### config.mk
export PLATFORM = sky130hd
export DESIGN_NAME = fifo_wr_arbiter_flat
export DESIGN_NICKNAME = d
export VERILOG_FILES = /design/src/rtl/fifo_wr_arbiter_if.sv /design/src/rtl/fifo_wr_arbiter.sv /design/src/flat_wrapper.sv
export SDC_FILE = /design/constraint.sdc
export NUM_CORES = 1
export LEC_CHECK = 0
export CORE_MARGIN = 5
export CORE_UTILIZATION = 43
export CTS_CLUSTER_SIZE = 30
export DETAILED_ROUTE_END_ITERATION = 10
export PLACE_DENSITY = 0.9
export SETUP_SLACK_MARGIN = 0.3
export SLEW_MARGIN = 20
export SYNTH_ARGS = -nofsm -noshare
export SYNTH_HDL_FRONTEND = slang
export SYNTH_SLANG_ARGS = --single-unit
### constraint.sdc
create_clock -name clk -period 6.7 [get_ports clk]
set_clock_uncertainty 0.15 [all_clocks]
set_input_delay 2.01 -clock clk [delete_from_list [all_inputs] [get_ports clk]]
set_output_delay 2.01 -clock clk [all_outputs]
set_load 0.05 [all_outputs]
### src/rtl/fifo_wr_arbiter_if.sv
// Bundle between the four write requesters, the arbiter and the shared 10-bit FIFO.
// master: the arbiter side. slave: requesters/FIFO (or a testbench) side.
interface fifo_wr_arbiter_if;
    logic [3:0]  req_valid;
    logic [31:0] req_data;
    logic [3:0]  req_ready;
    logic        fifo_full;
    logic        fifo_wr_en;
    logic [9:0]  fifo_din;
    logic        locked;
    logic [1:0]  owner;

    modport master (
        input  req_valid,
        input  req_data,
        input  fifo_full,
        output req_ready,
        output fifo_wr_en,
        output fifo_din,
        output locked,
        output owner
    );

    modport slave (
        output req_valid,
        output req_data,
        output fifo_full,
        input  req_ready,
        input  fifo_wr_en,
        input  fifo_din,
        input  locked,
        input  owner
    );
endinterface

### src/rtl/fifo_wr_arbiter.sv
// Four-way write arbiter in front of a shared FIFO.
// A writer keeps a burst lock for up to BURST consecutive words, then selection
// rotates round-robin starting after the last writer. Writes are zero-latency:
// the FIFO strobe and the requester accept strobe are combinational.
module fifo_wr_arbiter #(
    parameter int BURST = 4
) (
    input  logic              clk,
    input  logic              rst,
    fifo_wr_arbiter_if.master bus
);

    localparam logic [3:0] BURST_C = 4'(BURST);

    logic       lock_q, lock_d;
    logic [1:0] owner_q, owner_d;
    logic [3:0] burst_cnt_q, burst_cnt_d;
    logic [1:0] last_grant_q, last_grant_d;

    logic [1:0] sel;
    logic       sel_vld;
    logic [1:0] scan_idx;
    logic       write;

    // Pick the requester: the lock holder while it stays valid, else round-robin scan.
    always_comb begin
        sel      = owner_q;
        sel_vld  = 1'b0;
        scan_idx = last_grant_q;
        if (lock_q && bus.req_valid[owner_q]) begin
            sel     = owner_q;
            sel_vld = 1'b1;
        end else begin
            for (int k = 1; k <= 4; k++) begin
                scan_idx = last_grant_q + 2'(k);
                if (!sel_vld && bus.req_valid[scan_idx]) begin
                    sel     = scan_idx;
                    sel_vld = 1'b1;
                end
            end
        end
    end

    assign write = rst && sel_vld && !bus.fifo_full;

    assign bus.fifo_wr_en = write;
    assign bus.req_ready  = write ? (4'b0001 << sel) : 4'b0000;
    assign bus.fifo_din   = write ? {sel, bus.req_data[{sel, 3'b000} +: 8]} : 10'd0;
    assign bus.locked     = lock_q;
    assign bus.owner      = owner_q;

    // Burst bookkeeping: extend or take over the lock on a write, release on
    // burst completion or when the holder goes idle (not while the FIFO is full).
    always_comb begin
        lock_d       = lock_q;
        owner_d      = owner_q;
        burst_cnt_d  = burst_cnt_q;
        last_grant_d = last_grant_q;
        if (write) begin
            last_grant_d = sel;
            if (lock_q && (sel == owner_q)) begin
                burst_cnt_d = burst_cnt_q + 4'd1;
            end else begin
                lock_d      = 1'b1;
                owner_d     = sel;
                burst_cnt_d = 4'd1;
            end
            if (burst_cnt_d == BURST_C) begin
                lock_d      = 1'b0;
                burst_cnt_d = 4'd0;
            end
        end else if (lock_q && !bus.req_valid[owner_q] && !bus.fifo_full) begin
            lock_d      = 1'b0;
            burst_cnt_d = 4'd0;
        end
    end

    // State registers; reset leaves last_grant at 3 so requester 0 is scanned first.
    always_ff @(posedge clk) begin
        if (!rst) begin
            lock_q       <= 1'b0;
            owner_q      <= 2'd0;
            burst_cnt_q  <= 4'd0;
            last_grant_q <= 2'd3;
        end else begin
            lock_q       <= lock_d;
            owner_q      <= owner_d;
            burst_cnt_q  <= burst_cnt_d;
            last_grant_q <= last_grant_d;
        end
    end

endmodule

### src/flat_wrapper.sv
// flat-port wrapper written by rule: the top's interface ports become plain ports
module fifo_wr_arbiter_flat 
#(
    parameter int BURST = 4
)
  (clk, rst, bus_req_valid, bus_req_data, bus_fifo_full, bus_req_ready, bus_fifo_wr_en, bus_fifo_din, bus_locked, bus_owner);
  fifo_wr_arbiter_if bus_i ();
  input  logic clk;
  input  logic rst;
  input wire logic [$bits(bus_i.req_valid)-1:0] bus_req_valid;
  input wire logic [$bits(bus_i.req_data)-1:0] bus_req_data;
  input wire logic [$bits(bus_i.fifo_full)-1:0] bus_fifo_full;
  output wire logic [$bits(bus_i.req_ready)-1:0] bus_req_ready;
  output wire logic [$bits(bus_i.fifo_wr_en)-1:0] bus_fifo_wr_en;
  output wire logic [$bits(bus_i.fifo_din)-1:0] bus_fifo_din;
  output wire logic [$bits(bus_i.locked)-1:0] bus_locked;
  output wire logic [$bits(bus_i.owner)-1:0] bus_owner;
  assign bus_i.req_valid = bus_req_valid;
  assign bus_i.req_data = bus_req_data;
  assign bus_i.fifo_full = bus_fifo_full;
  assign bus_req_ready = bus_i.req_ready;
  assign bus_fifo_wr_en = bus_i.fifo_wr_en;
  assign bus_fifo_din = bus_i.fifo_din;
  assign bus_locked = bus_i.locked;
  assign bus_owner = bus_i.owner;
  fifo_wr_arbiter #(.BURST(BURST)) u_core (.clk(clk), .rst(rst), .bus(bus_i));
endmodule
[Yosys cells after proc, flatten, opt, wreduce, memory -nomap -nowiden]
Cells that the tools add are included.
Operators by class
  order comparisons: 5
  reductions and logical operators: 17
  bitwise operators: 1
  muxes and demuxes: 34
  shift operators: 2
  add/sub/neg operators: 4
  equal/unequal tests: 3
Operator list (count)
  32-bit by 6-bit variable part select with 8-bit output: 1
  4-bit two-way mux: 6
  1-bit two-way mux: 17
  2-bit by 3-bit less-than comparator with 1-bit output (second input constant): 5
  1-bit binary-select mux with 2-bit select: 5
  10-bit two-way mux: 1
  2-bit two-way mux: 5
  1-bit logical AND: 9
  1-bit zero test: 5
  2-bit adder (second input constant): 2
  4-bit by 1-bit adder with 4-bit output (second input constant): 1
  4-bit by 3-bit equality test with 1-bit output (second input constant): 1
  2-bit AND reduction: 2
  1-bit by 2-bit left shift with 4-bit output (first input constant): 1
  3-bit != test (second input constant): 1
  2-bit by 1-bit adder with 2-bit output (second input constant): 1
  2-bit equality test: 1
  2-bit nonzero test: 1
  1-bit NOT: 1
Storage, ports and cells
  word-level logic and storage cells: 70
  input bits: 39
  flip-flop bits (word level): 9
  output and inout port bits: 18

[Depth between registers and ports, before layout]
  depth after elaboration: 24
  depth in mapped cells: 9
  gate-level depth less buffers: 7

[Least setup slack after synthesis]
OpenSTA, ideal clock, no wires.
  kind: input port to output port
  from: input port bus_req_valid[0]
  to: output port bus_fifo_din[0]
  stages: 8
  slack: 0.092 ns
  data required time: 4.540 ns
  path buffers: 2
  data arrival time: 4.448 ns
  cell sequence: clkbuf_1 nor4_1 nor2_1 nand2_1 inv_1 clkbuf_1 nand2_1 o22ai_1
Between the ends
  cells in the longest elaborated chain, start to end: 19
  elaborated cells on any way between the ends: 34
  classes of those cells: shift: 1; mux: 24; reduce/logical: 9
Ends and longest elaborated chain
  from (decl): RTL line flat_wrapper.sv:10  | input wire logic [$bits(bus_i.req_valid)-1:0] bus_req_valid;
  1-bit binary-select mux with 2-bit select: RTL line fifo_wr_arbiter.sv:36  | if (!sel_vld && bus.req_valid[scan_idx]) begin
  1-bit two-way mux (implied by the code): RTL line fifo_wr_arbiter.sv:36
  1-bit two-way mux: RTL line fifo_wr_arbiter.sv:36
  1-bit two-way mux: RTL line fifo_wr_arbiter.sv:30  | if (lock_q && bus.req_valid[owner_q]) begin
  1-bit zero test: RTL line fifo_wr_arbiter.sv:36
  1-bit logical AND: RTL line fifo_wr_arbiter.sv:36
  1-bit two-way mux: RTL line fifo_wr_arbiter.sv:36
  1-bit two-way mux: RTL line fifo_wr_arbiter.sv:30
  [... 3 more ...]
  1-bit two-way mux: RTL line fifo_wr_arbiter.sv:30
  1-bit zero test: RTL line fifo_wr_arbiter.sv:36
  1-bit logical AND: RTL line fifo_wr_arbiter.sv:36
  1-bit two-way mux: RTL line fifo_wr_arbiter.sv:36
  1-bit two-way mux (*): RTL line fifo_wr_arbiter.sv:30
  1-bit logical AND (*) (2 in a row): RTL line fifo_wr_arbiter.sv:44  | assign write = rst && sel_vld && !bus.fifo_full;
  via bus_fifo_wr_en: RTL line flat_wrapper.sv:14  | output wire logic [$bits(bus_i.fifo_wr_en)-1:0] bus_fifo_wr_en;
  10-bit two-way mux (*): RTL line fifo_wr_arbiter.sv:48  | assign bus.fifo_din = write ? {sel, bus.req_data[{sel, 3'b000} +: 8]} : 10'd0;
  to (decl): RTL line flat_wrapper.sv:15  | output wire logic [$bits(bus_i.fifo_din)-1:0] bus_fifo_din;
Mark *: on every way through the listed nets, which the timed path passes. The rest lies on a longest branch. The select of a mux whose other input is x is not followed.

[Final worst setup path]
  from: input port bus_req_valid[2]
  to: output port bus_fifo_din[4]
Between the ends
  cells in the longest elaborated chain, start to end: 19
  elaborated cells on any way between the ends: 34
  classes of those cells: shift: 1; mux: 24; reduce/logical: 9
Ends and longest elaborated chain (RTL line)
  parallel branches: the longest is 18 deep, another holds 1-bit binary-select mux with 2-bit select
  10-bit two-way mux (*): fifo_wr_arbiter.sv:48
Mark *: on every way between the ends. The select of a mux whose other input is x is not followed.

==> flow_summary.yaml <==
run_status:
  status: "finished clean"
yosys:
  synth_edf_count: 0
  yosysWarnings: 0
  syn_inst: 147
  synthMostInstantiatedCell: "mux2i_1"
  yosysTopAreaCell: "dfxtp_1"
  synthArstFlopShare_pct: 0
  syn_area_um2: 1102
  synth_common_cells: "17 x mux2i_1, 16 x nand2_1, 14 x nor2_1, 9 x dfxtp_1, 9 x o22ai_1"
  synthFlopType: "dfxtp_1"
  ys_types: 48
  synth_nets: 187
  synth-seq-cells: 9
  syn_area_per_cell_um2: 7.499
  synth_top_area_share_pct: 16.35
  yosysSeqAreaShare_pct: 16.35
  netlist_top_cells_area: "dfxtp_1 16%, mux2i_1 15%, nand2_1 5.4%"
flow_run:
  drv_cap: 0
place:
  placed_area_um2: 1768
  dpl.cell_count: 227
  portBuffers: 56
  post-place-ws_ns: -0.04343
  dpl.hpwl_mm: 3.025
  place.gp.congestion: 0.8684
clocking:
  clk_path_buf_depth: 2
  post-cts-setup-buffers: 0
  cts_sinks: 9
  cts_resized: 8
  cts_tree: "yes"
  numCtsBuffers: 3
  clock_latency_ns: 0.26
  cts-htree-levels: 1
  hold_buffers: 0
  clkSlewWorstSetupHoldPaths_ns: 0.06
  ctsRootBufferMaster: "clkbuf_4"
layout:
  final_core_util_pct: 74.72
  drive_gt1_share_pct: 21.39
  final_cells: 231
  fillCellCount: 183
  fin_area_um2: 1834
  areaGrowthSynthToFinish_pct: 66.40
  nets: 242
  diodes: 0
power:
  p_sw_mw: 0.1453
  powerDensity_nw_per_um2: 181.9
  p_int_mw: 0.1884
  p_clk_share_pct: 12.6
  p_sw_share_pct: 43.54
  combPwrFrac_pct: 66.9
  vdd_drop_max_mv: 0.1313
  power.total_mw: 0.3337
  p_seq_share_pct: 20.6
  power_leakage_nw: 0.7886
critical_path:
  critPathTopFamily: "compound AO/OA/AOI/OAI gates"
  worstPathRequired_ns: 4.54
  worstPathArrival_ns: 4.08
  cp_max_fo: 22
  crit_top_cell: "buf_12"
  r2r_slack_ns: 4.44
  cp.buffers_inverters: 4
  end_kind: "output port"
  crit_slowest_cell: "mux2i_1"
  worst-setup-path-type: "in2out"
  cp-start-kind: "input port"
  critPathMaxStageDelay_ns: 0.27
  path_cells: "clkbuf_2, nor2b_1, o21ai_0, o211ai_1, a211oi_1, buf_4, o31ai_4, buf_12, mux2i_1, o22ai_2, buf_12"
sta:
  finalHoldViolations: 0
  finalCritPeriodShare_pct: 93.10
  layout_setup_ws_ns: 0.4625
  clock.fmax_mhz: 160.3
  setup_viol: 0
  max_slew_margin_pct: 66.03
  period_minus_slack_ns: 6.238
  grt_setup_unrepaired: "no"
  tightest_slew_ns: 0.5079
  maxSlewViolCount: 0
routing:
  drtIter0Drc: 79
  ant_nets: 0
  vias: 1372
  viasPerCell: 5.939
  drtPass1Iterations: 6
  route.detailed.drc: 0
  wl_per_cell_um: 16.75
  wl_mm: 3.869
floorplan:
  ios: 57
  coreArea_um2: 2455
  std_cell_rows: 18
  die_area_um2: 3676
  start_util_pct: 44.90
  die_w_um: 60.63
  die_y_um: 60.63
global_route:
  grt_antenna_before_repair: 0
  grt_max_degree: 23
  grt.overflow.total: 0
  first_global_vias: 1320
  grt_use_total_pct: 21.83
  grt_pass1_wl_mm: 6.078
min_path:
  min_path_type: "reg2reg"
placed cells by master (no fill, tap or decap), types with 2 or more instances in the layout:
cell	synthesis	final
o32ai_1	2	2
nand2_2	0	2
a21oi_1	7	7
nor3b_1	3	2
o211ai_1	2	2
nor3_1	6	6
clkbuf_4	0	3
nand2b_1	2	2
dfxtp_1	9	9
nor2b_1	4	4
nor2_1	14	14
xor2_1	2	2
clkbuf_2	0	4
clkdlybuf4s50_1	0	38
buf_12	0	12
inv_1	6	6
o22ai_2	0	8
o21ai_0	3	3
buf_4	1	6
mux2i_1	17	17
nand3_1	6	6
and3_1	2	2
nand2_1	16	14
o21bai_1	2	2
worst min-delay path, delay by kind of cell, from the launching register on:
family           cells  cell delay, ns
and+or+nand+nor      2            0.13
DFF                  1            0.34
area by class of cell:
class	count	area [µm²]	share of cell area, %
Sequential cell	9	180.2	9.823
Inverter	7	26.28	1.432
Multi-Input combinational cell	121	878.3	47.89
Timing Repair Buffer	60	685.7	37.38
Tap cell	30	37.54	2.046
Clock buffer	4	26.28	1.432
state kept, by name, indices dropped and copies added (netlist names):
| register | flops |
|---|---|
| u_core.burst_cnt_q | 4 |
| u_core.bus.locked | 1 |
| u_core.bus.owner | 2 |
| u_core.last_grant_q | 2 |
cell families after synthesis:
logic type	share of synthesized area [%]
AND/OR/NAND/NOR	27.36
AO/OA/AOI/OAI	25.65
multiplexers	18.50
buffers and inverters	9.420
flip-flops	16.34
XOR/XNOR	1.589
adder cells (fa/ha/maj)	1.135
routing by layer:
| layer | vias up | GRT usage, % | share of wire, % |
|---|---|---|---|
| met4 | 0 | 4.954 | 0.98 |
| met5 | - | 0 | 0 |
| li1 | 660 | - | - |
| met1 | 634 | 25.83 | 37 |
| met2 | 72 | 37.71 | 52 |
| met3 | 6 | 7.872 | 9.8 |
worst paths after layout:
kind / startpoint / endpoint / depth (start not counted)
worst max-delay path: bus_req_valid[2] / bus_fifo_din[4] / 11
worst min-delay path: u_core.burst_cnt_q[2] / u_core.burst_cnt_q[2] / 2
worst max register to register: u_core.last_grant_q[1] / u_core.last_grant_q[0] / 8
worst min register to register: u_core.burst_cnt_q[2] / u_core.burst_cnt_q[2] / 2
power by group through the flow:
stage | registers, mW | logic, mW | clock network, mW
6_report | 0.0687 | 0.223 | 0.0419
5_1_grt | 0.0699 | 0.236 | 0.0460
4_1_cts | 0.0684 | 0.216 | 0.0430
3_5_place_dp | 0.0696 | 0.213 | 0
3_3_place_gp | 0.0694 | 0.209 | 0
2_1_floorplan | 0.0678 | 0.134 | 0
per-stage QoR:
stage	TNS, ns	hold WS (ns)
after floorplan	0	0.3183
after global placement	0	0.3326
after detailed placement	-0.08777	0.3567
after CTS	0	0.3682
after global routing	0	0.3898
final	0	0.3697
No activity file was read; power rests on OpenSTA's default activity.
